==> src/rtl/tour_move_sequencer_pkg.sv <==
// Shared command constants, FSM state type and the knight-move decoder for the tour sequencer.
package knight_pkg;

  localparam logic [3:0] MOVE_OP     = 4'h2;
  localparam logic [3:0] MOVE_FAN_OP = 4'h3;

  localparam logic [7:0] HDG_N = 8'h00;
  localparam logic [7:0] HDG_S = 8'h7F;
  localparam logic [7:0] HDG_W = 8'h3F;
  localparam logic [7:0] HDG_E = 8'hBF;

  typedef enum logic [2:0] {StIdle, StVert, StWaitV, StHorz, StWaitH} state_t;

  typedef struct packed {
    logic [15:0] vert;
    logic [15:0] horz;
  } leg_cmds_t;

  // Any pattern that is not exactly one-hot falls back to move bit 0.
  function automatic leg_cmds_t decode_move(input logic [7:0] move);
    leg_cmds_t c;
    case (move)
      8'h02:   begin c.vert = {MOVE_OP, HDG_N, 4'd2}; c.horz = {MOVE_FAN_OP, HDG_W, 4'd1}; end
      8'h04:   begin c.vert = {MOVE_OP, HDG_N, 4'd1}; c.horz = {MOVE_FAN_OP, HDG_W, 4'd2}; end
      8'h08:   begin c.vert = {MOVE_OP, HDG_S, 4'd1}; c.horz = {MOVE_FAN_OP, HDG_W, 4'd2}; end
      8'h10:   begin c.vert = {MOVE_OP, HDG_S, 4'd2}; c.horz = {MOVE_FAN_OP, HDG_W, 4'd1}; end
      8'h20:   begin c.vert = {MOVE_OP, HDG_S, 4'd2}; c.horz = {MOVE_FAN_OP, HDG_E, 4'd1}; end
      8'h40:   begin c.vert = {MOVE_OP, HDG_S, 4'd1}; c.horz = {MOVE_FAN_OP, HDG_E, 4'd2}; end
      8'h80:   begin c.vert = {MOVE_OP, HDG_N, 4'd1}; c.horz = {MOVE_FAN_OP, HDG_E, 4'd2}; end
      default: begin c.vert = {MOVE_OP, HDG_N, 4'd2}; c.horz = {MOVE_FAN_OP, HDG_E, 4'd1}; end
    endcase
    return c;
  endfunction

endpackage

==> src/rtl/tour_move_sequencer_if.sv <==
// Command-path bundle between TourLogic/UART_wrapper/cmd_proc and the tour sequencer.
interface tour_move_sequencer_if #(
  parameter int unsigned IDX_W = 5
);
  logic             start_tour;
  logic [7:0]       move;
  logic [IDX_W-1:0] mv_indx;
  logic [15:0]      cmd_UART;
  logic             cmd_rdy_UART;
  logic             clr_cmd_rdy;
  logic             send_resp;
  logic [15:0]      cmd;
  logic             cmd_rdy;
  logic             usurp;
  logic [7:0]       resp;

  modport master (
    input  start_tour, move, cmd_UART, cmd_rdy_UART, clr_cmd_rdy, send_resp,
    output mv_indx, cmd, cmd_rdy, usurp, resp
  );

  modport slave (
    output start_tour, move, cmd_UART, cmd_rdy_UART, clr_cmd_rdy, send_resp,
    input  mv_indx, cmd, cmd_rdy, usurp, resp
  );
endinterface

==> src/rtl/tour_move_sequencer.sv <==
// Replays the solved knight's tour as vertical/horizontal command pairs, taking the command
// path from UART for the duration of the tour.
module tour_move_sequencer
  import knight_pkg::*;
#(
  parameter int unsigned NUM_MOVES = 24,
  parameter int unsigned IDX_W     = 5
) (
  input logic                   clk,
  input logic                   rst,
  tour_move_sequencer_if.master bus
);

  state_t           state_q;
  logic [IDX_W-1:0] mv_indx_q;
  logic             usurp_q;
  logic             cmd_rdy_q;
  logic             last_move;
  leg_cmds_t        legs;
  logic [15:0]      fsm_cmd;

  assign last_move = (mv_indx_q == IDX_W'(NUM_MOVES - 1));

  always_ff @(posedge clk or posedge rst) begin
    if (rst) begin
      state_q   <= StIdle;
      mv_indx_q <= '0;
      usurp_q   <= 1'b0;
      cmd_rdy_q <= 1'b0;
    end else begin
      case (state_q)
        StIdle: if (bus.start_tour) begin
          state_q   <= StVert;
          mv_indx_q <= '0;
          usurp_q   <= 1'b1;
          cmd_rdy_q <= 1'b1;
        end
        StVert: if (bus.clr_cmd_rdy) begin
          state_q   <= StWaitV;
          cmd_rdy_q <= 1'b0;
        end
        StWaitV: if (bus.send_resp) begin
          state_q   <= StHorz;
          cmd_rdy_q <= 1'b1;
        end
        StHorz: if (bus.clr_cmd_rdy) begin
          state_q   <= StWaitH;
          cmd_rdy_q <= 1'b0;
        end
        StWaitH: if (bus.send_resp) begin
          if (last_move) begin
            state_q <= StIdle;
            usurp_q <= 1'b0;
          end else begin
            state_q   <= StVert;
            mv_indx_q <= mv_indx_q + IDX_W'(1);
            cmd_rdy_q <= 1'b1;
          end
        end
        default: begin
          state_q   <= StIdle;
          usurp_q   <= 1'b0;
          cmd_rdy_q <= 1'b0;
        end
      endcase
    end
  end

  // move is a lookup on mv_indx_q, so the decoded leg is stable for the whole move.
  always_comb begin
    legs    = decode_move(bus.move);
    fsm_cmd = legs.vert;
    if (state_q == StHorz || state_q == StWaitH) fsm_cmd = legs.horz;
  end

  assign bus.mv_indx = mv_indx_q;
  assign bus.usurp   = usurp_q;
  assign bus.cmd     = usurp_q ? fsm_cmd : bus.cmd_UART;
  assign bus.cmd_rdy = usurp_q ? cmd_rdy_q : bus.cmd_rdy_UART;
  assign bus.resp    = (usurp_q && !last_move) ? 8'h5A : 8'hA5;

endmodule

==> src/flat_wrapper.sv <==
// flat-port wrapper written by rule: the top's interface ports become plain ports
module tour_move_sequencer_flat import knight_pkg::*;
#(
  parameter int unsigned NUM_MOVES = 24,
  parameter int unsigned IDX_W     = 5
)
  (clk, rst, bus_start_tour, bus_move, bus_cmd_UART, bus_cmd_rdy_UART, bus_clr_cmd_rdy, bus_send_resp, bus_mv_indx, bus_cmd, bus_cmd_rdy, bus_usurp, bus_resp);
  tour_move_sequencer_if #(.IDX_W(IDX_W)) bus_i ();
  input logic clk;
  input logic rst;
  input wire logic [$bits(bus_i.start_tour)-1:0] bus_start_tour;
  input wire logic [$bits(bus_i.move)-1:0] bus_move;
  input wire logic [$bits(bus_i.cmd_UART)-1:0] bus_cmd_UART;
  input wire logic [$bits(bus_i.cmd_rdy_UART)-1:0] bus_cmd_rdy_UART;
  input wire logic [$bits(bus_i.clr_cmd_rdy)-1:0] bus_clr_cmd_rdy;
  input wire logic [$bits(bus_i.send_resp)-1:0] bus_send_resp;
  output wire logic [$bits(bus_i.mv_indx)-1:0] bus_mv_indx;
  output wire logic [$bits(bus_i.cmd)-1:0] bus_cmd;
  output wire logic [$bits(bus_i.cmd_rdy)-1:0] bus_cmd_rdy;
  output wire logic [$bits(bus_i.usurp)-1:0] bus_usurp;
  output wire logic [$bits(bus_i.resp)-1:0] bus_resp;
  assign bus_i.start_tour = bus_start_tour;
  assign bus_i.move = bus_move;
  assign bus_i.cmd_UART = bus_cmd_UART;
  assign bus_i.cmd_rdy_UART = bus_cmd_rdy_UART;
  assign bus_i.clr_cmd_rdy = bus_clr_cmd_rdy;
  assign bus_i.send_resp = bus_send_resp;
  assign bus_mv_indx = bus_i.mv_indx;
  assign bus_cmd = bus_i.cmd;
  assign bus_cmd_rdy = bus_i.cmd_rdy;
  assign bus_usurp = bus_i.usurp;
  assign bus_resp = bus_i.resp;
  tour_move_sequencer #(.NUM_MOVES(NUM_MOVES), .IDX_W(IDX_W)) u_core (.clk(clk), .rst(rst), .bus(bus_i));
endmodule
==> config.mk <==
export PLATFORM = sky130hd
export DESIGN_NAME = tour_move_sequencer_flat
export DESIGN_NICKNAME = d
export VERILOG_FILES = /design/src/rtl/tour_move_sequencer_pkg.sv /design/src/rtl/tour_move_sequencer_if.sv /design/src/rtl/tour_move_sequencer.sv /design/src/flat_wrapper.sv
export SDC_FILE = /design/constraint.sdc
export NUM_CORES = 1
export LEC_CHECK = 0
export CORE_ASPECT_RATIO = 1.1
export CORE_MARGIN = 10
export CORE_UTILIZATION = 40
export DETAILED_ROUTE_END_ITERATION = 16
export PLACE_DENSITY = 0.85
export REMOVE_ABC_BUFFERS = 1
export SETUP_SLACK_MARGIN = 0.15
export SYNTH_ARGS = -nofsm -noshare
export SYNTH_HDL_FRONTEND = slang
export SYNTH_SLANG_ARGS = --single-unit
==> constraint.sdc <==
create_clock -name clk -period 2.8 [get_ports clk]
set_input_delay 0.42 -clock clk [delete_from_list [all_inputs] [get_ports clk]]
set_output_delay 0.42 -clock clk [all_outputs]
set_load 0.01 [all_outputs]
==> metrics.cfg, run 1 <==
[floorplan]
fp.dieW_um = 67.79
core_area_um2 = 2449
fp-row-count = 19
die_h_um = 72.57
initial_utilization_pct = 41.03
die-area_um2 = 4919
ios = 61

[sta]
relSlewSlack_pct = 72.77
fin_skew_ns = 0.006194
worst_slew_pin_slew_ns = 0.4085
max_clock_freq_mhz = 372.5
whs_ns = 0.4277
setup_violations = 0
period_needed_ns = 2.685
final_max_slew_viol_count = 0
hold_viol = 0
fin_crit_sh_pct = 95.88
setup_slack_ns = 0.1155
grt_setup_unrepaired = true

[min_path]
worstHoldPathType = input port to async pin

[synth]
syn_area_um2 = 1005
yosys.area_share.xor_xnor_pct = 4.359
ys_ff_latch = 10
synth.distinct_cells = 46
async_flop_share_pct = 100.0
synthAdderAreaFrac_pct = 1.245
synth_top_area_cell = dfrtp_1
synthCells = 124
synth.yosys.seq_area_share_pct = 24.91
synth_top_family_by_area = simple AND/OR/NAND/NOR gates
synthSimpleGateAreaFrac_pct = 28.52
yosys-top-cells-count = dfrtp_1, nor2_1, buf_4, o21a_1, o21ai_0
synth_top_area_share_pct = 24.91
ys.flop_type = dfrtp_1
synth_mux_area_share_pct = 2.117
yosysWarnings = 0
synth.area.top_cells = dfrtp_1, buf_4, o21a_1
synth-compound-area-share_pct = 26.65
synth_edf_count = 0
synth_most_common_cell = dfrtp_1
syn_avg_cell_area_um2 = 8.103

[critical_path]
rr_endpoint = u_core.bus.usurp
end_kind = output port
start_kind = input port
cp_slowest_cell = clkdlybuf4s50_1
crit_type = input port to output port
slowest_delay_ns = 0.47
r2r-start = u_core.bus.mv_indx[0]
reg2reg_slack_ns = 1.06
reg2reg_depth = 6
cpMostUsedCell = buf_4
path_max_fanout = 4
arrival_ns = 2.26
cpLargestDelayFamily = buffers and inverters
worst-path-buf-inv = 5
critPathRequiredTime_ns = 2.38
cp_cell_sequence = clkdlybuf4s50_1 > buf_4 > xor2_2 > nand3_2 > nand4_1 > buf_4 > buf_4 > o21a_1 > dlygate4sd2_1

[routing]
dr.pass1.iters = 4
ant_nets = 0
wl_per_cell_um = 18.06
wirelength_mm = 3.937
first_iter_violations = 96
num_vias = 1207
drc = 0
drt-vias-per-instance = 5.537

[layout]
area_growth_pct = 72.85
drive_gt1_share_pct = 17.65
num_antenna_cells = 0
fillers = 190
finalNonFillerCells = 218
fin_nets = 220

[global_route]
globalRouteOverflowTotal = 0
grt_max_degree = 23
grt_pass1_vias = 1181
grt_first_pass_wirelength_mm = 5.720
antenna_found_initial = 0
track_usage_pct = 14.19

[placement]
hpwl_mm = 2.772
io_buffer_count = 60
dp_cells = 209
dp_slack_ns = -0.1291
place_congestion = 0.9107

[outcome]
status = finished, final reports clean

[clock_network]
cts.reportedPaths.clkPinSlew_ns = 0.06
cts_max_level = 1
clk_path_buf_depth = 2
cts_hold_buf = 0
cts.sinks = 10
root_buffer = clkbuf_4
clk_latency_ns = 0.27
cts_buffers = 3
cts_tree = built

[pwr]
ir_worst_vdd_mv = 0.5692
p_leak_uw = 0.0007712
power_density_nw_per_um2 = 770.3

[flow_run]
drv_cap = 0

-- stage by stage --
step | TNS (ns) | util [%] | cell area (um2) | power (uW)
2_1_floorplan | 0 | - | 900.9 | 699.8
3_3_place_gp | -0.01053 | 65.66 | 1608 | 1215
3_5_place_dp | -0.7229 | 65.66 | 1608 | 1236
4_1_cts | 0 | 68.83 | 1685 | 1304
5_1_grt | 0 | 70.92 | 1737 | 1430
6_report | 0 | 70.92 | 1737 | 1338
-- power breakdown --
part	internal, uW	total (uW)	switching (uW)
sequential	186	256	70.1
combinational	513	984	471
clock	49.6	98.0	48.3
-- metal layers --
| layer | up-vias | global-route usage (%) | wire, um |
|---|---|---|---|
| li1 | 574 | - | - |
| met1 | 570 | 16.31 | 1557 |
| met2 | 57 | 25.08 | 1994 |
| met3 | 6 | 4.462 | 350 |
| met4 | 0 | 2.461 | 34 |
| met5 | - | 0 | 0 |
-- kinds of logic after synthesis --
| logic type | after synthesis |
|---|---|
| AO/OA/AOI/OAI | 39 |
| XOR/XNOR | 5 |
| adder cells (fa/ha/maj) | 1 |
| buffers and inverters | 20 |
| flip-flops | 10 |
| multiplexers | 2 |
| AND/OR/NAND/NOR | 47 |
-- cell usage in the layout, fill, tap and decap left out, types with 2 or more instances in the layout --
cell type / count
a211oi_1: 2
a21o_1: 2
a21oi_1: 6
buf_4: 15
clkbuf_4: 3
clkdlybuf4s50_1: 40
dfrtp_1: 10
dlygate4sd2_1: 12
dlymetal6s2s_1: 7
inv_1: 5
nand2_1: 6
nand3_1: 3
nand4_1: 2
nor2_1: 9
nor2b_1: 5
nor3b_1: 2
nor4_1: 2
nor4b_4: 2
o211ai_1: 2
o21a_1: 8
o21ai_0: 7
or2_2: 2
or3_1: 3
xor2_1: 4
-- worst max-delay path by stage --
stage	from	end	slack, ns	cells after the start
after floorplan	u_core.bus.mv_indx[0]	bus_resp[1]	0.70	4
after detailed placement	bus_move[7]	bus_cmd[1]	-0.13	6
after CTS	bus_move[4]	bus_cmd[5]	0.09	6
after global placement	bus_move[7]	bus_cmd[1]	-0.01	6
after global routing	bus_move[4]	bus_cmd[4]	0.01	9
final	bus_move[4]	bus_cmd[4]	0.12	9
-- cell type report --
| cell class | count | area, um2 | share of cell area [%] |
|---|---|---|---|
| Multi-Input combinational cell | 94 | 695.7 | 40.06 |
| Clock buffer | 3 | 22.52 | 1.297 |
| Inverter | 5 | 18.77 | 1.081 |
| Sequential cell | 10 | 250.2 | 14.41 |
| Timing Repair Buffer | 75 | 710.7 | 40.92 |
| Tap cell | 31 | 38.79 | 2.233 |
-- flip-flops by register name, summed over array words and instances, names as in the netlist --
signal              flops
u_core.bus.mv_indx      5
u_core.bus.usurp        1
u_core.cmd_rdy_q        1
u_core.state_q          3
-- what timing repair did --
item                       in CTS  in global routing
pin swaps                       2                  3
buffers inserted                4                  2
setup endpoints to repair      10                 14
cloned                          0                  0
gates resized for setup        19                 13
(Power assumes the default switching activity.)
==> run 2, diff against run 1 <==
- CORE_UTILIZATION: 40 -> 35
- PLACE_DENSITY: 0.85 -> 0.76
==> run 2 against run 1 <==
Compared with the run above: die area up 10%; combinational power fell by 4.2%; global-route usage down 1.5 points; first-iteration DRC count fell by 61%; utilization decreased by 8.7 points.
==> metrics.cfg, run 2 (synthesized netlist as in run 1, its figures left out) <==
[routing]
dr.max_layer_used = met4
met1_length_mm = 1.479  ; -5.0%
first_iter_violations = 37  ; -61%
drt-vias-per-instance = 5.352  ; -3.3%
wirelength_mm = 3.517  ; -11%
drc = 0  ; unchanged
wl_per_cell_um = 16.06  ; -11%
ant_nets = 0  ; unchanged
met2WireLength_mm = 1.739  ; -13%
dr.pass1.iters = 4  ; unchanged
dr_wl_met3_um = 263  ; -25%
num_vias = 1172  ; -2.9%

[clock_network]
cts_max_level = 1  ; unchanged
root_buffer = clkbuf_4
cts.sinks = 10  ; unchanged
cts_tree = built
clk_path_buf_depth = 2  ; unchanged
clk_latency_ns = 0.27  ; about the same
cts.reportedPaths.clkPinSlew_ns = 0.07  ; about the same
cts_buffers = 3  ; unchanged

[sta]
max_clock_freq_mhz = 394.9  ; +6.0%
grt_setup_unrepaired = false
fin_skew_ns = 0.002413  ; -0.003780 ns
period_needed_ns = 2.532  ; -0.1523 ns
worst_slew_pin_slew_ns = 0.3964  ; -0.01211 ns
setup_violations = 0  ; unchanged
relSlewSlack_pct = 73.55  ; +0.78 points
final_max_slew_viol_count = 0  ; unchanged
fin_crit_sh_pct = 90.44  ; -5.4 points
hold_viol = 0  ; unchanged

[pwr]
p_leak_uw = 0.0007470  ; -3.1%
ir_worst_vdd_mv = 0.4685  ; -18%
power_density_nw_per_um2 = 773.3  ; +0.39%

[critical_path]
start_kind = input port
path_max_fanout = 4  ; unchanged
crit_type = input port to output port
critPathRequiredTime_ns = 2.38  ; about the same
arrival_ns = 2.11  ; -0.15 ns
end_kind = output port

[global_route]
globalRouteOverflowTotal = 0  ; unchanged
grt_pass1_vias = 1147  ; -2.9%
antenna_found_initial = 0  ; unchanged
grt_max_degree = 23  ; unchanged
grt_first_pass_wirelength_mm = 5.865  ; +2.5%
track_usage_pct = 12.65  ; -1.5 points

[layout]
finalNonFillerCells = 219  ; +0.46%
drive_gt1_share_pct = 18.28  ; +0.63 points
largest_register_ffs = 5  ; unchanged
layout_commonest_cell = clkdlybuf4s50_1
fin_nets = 218  ; -0.91%
final_cell_mix = clkdlybuf4s50_1, buf_4, dlygate4sd2_1
num_antenna_cells = 0  ; unchanged
area_growth_pct = 70.61
fin_util_pct = 62.27  ; -8.7 points

[floorplan]
core_area_um2 = 2753  ; +12%
initial_utilization_pct = 36.50  ; -4.5 points
fp.dieW_um = 71.09  ; +4.9%
ios = 61  ; unchanged
die-area_um2 = 5416  ; +10%
fp-row-count = 20  ; +1
die_h_um = 76.19  ; +5.0%

[placement]
place_congestion = 0.8107  ; -11%
io_buffer_count = 60  ; unchanged
hpwl_mm = 2.807  ; +1.3%
dp_cells = 211  ; +0.96%

[flow_run]
drv_cap = 0  ; unchanged

[min_path]
worstHoldPathType = input port to async pin

[outcome]
status = finished, final reports clean

run 2: stage by stage:
| stage | setup TNS [ns] | total power (uW) | hold slack, ns | setup slack, ns | area (um2) |
|---|---|---|---|---|---|
| floorplan | 0 | 699.8 | 0.2602 | 0.7007 | 900.9 |
| global placement | -0.09775 | 1216 | 0.5008 | -0.02528 | 1610 |
| detailed placement | -0.4400 | 1238 | 0.5129 | -0.09630 | 1610 |
| CTS | 0 | 1319 | 0.4518 | 0.01808 | 1665 |
| global route | 0 | 1443 | 0.4500 | 0.1724 | 1714 |
| finish | 0 | 1326 | 0.4356 | 0.2678 | 1714 |
run 2: final cells by class:
type	instances	area, um2
clock buffer	4	36.28
fill	253	1039
inverter	5	18.77
multi-input combinational	94	678.2
sequential	10	250.2
tap	33	41.29
timing repair buffer	73	689.4
run 2: repair_timing:
item	in CTS	in global routing
gates resized for setup	17	12
endpoints found under the setup margin	11	11
buffers inserted	1	3
cloned	0	0
pin swaps	2	3
hold buffers	0	0
endpoints found under the hold margin	0	0
run 2: worst paths after layout:
kind | startpoint | to | slack [ns] | depth (start not counted)
hold / removal | rst | u_core.bus.mv_indx[0] | 0.44 | 2
setup reg to reg | u_core.bus.mv_indx[0] | u_core.bus.mv_indx[3] | 0.99 | 5
min in group clk | u_core.state_q[2] | u_core.state_q[1] | 0.52 | 1
hold reg to reg | u_core.state_q[2] | u_core.state_q[1] | 0.52 | 1
max in group asynchronous | rst | u_core.cmd_rdy_q | 2.08 | 2
setup / recovery | bus_move[4] | bus_cmd[9] | 0.27 | 8
run 2: report_power, final:
| part | internal, uW | total [uW] | switching [uW] | leakage (uW) |
|---|---|---|---|---|
| Clock | 79.0 | 129 | 50.1 | 0.0000210 |
| Sequential | 186 | 254 | 67.7 | 0.000128 |
| Combinational | 510 | 943 | 433 | 0.000598 |
| Total | 775 | 1330 | 551 | 0.000747 |
run 2: critical path, cell delays in order:
cell	delay (ns)
clkdlybuf4s50_1	0.46
buf_4	0.18
xor2_2	0.17
nand3_1	0.13
nand4_1	0.18
buf_4	0.19
o21a_1	0.10
dlygate4sd2_1	0.28
run 2: per-layer routing:
| layer | vias up | global-route usage [%] |
|---|---|---|
| li1 | 571 | - |
| met1 | 551 | 14.73 |
| met2 | 46 | 21.39 |
| met3 | 4 | 4.036 |
| met4 | 0 | 3.488 |
| met5 | - | 0 |
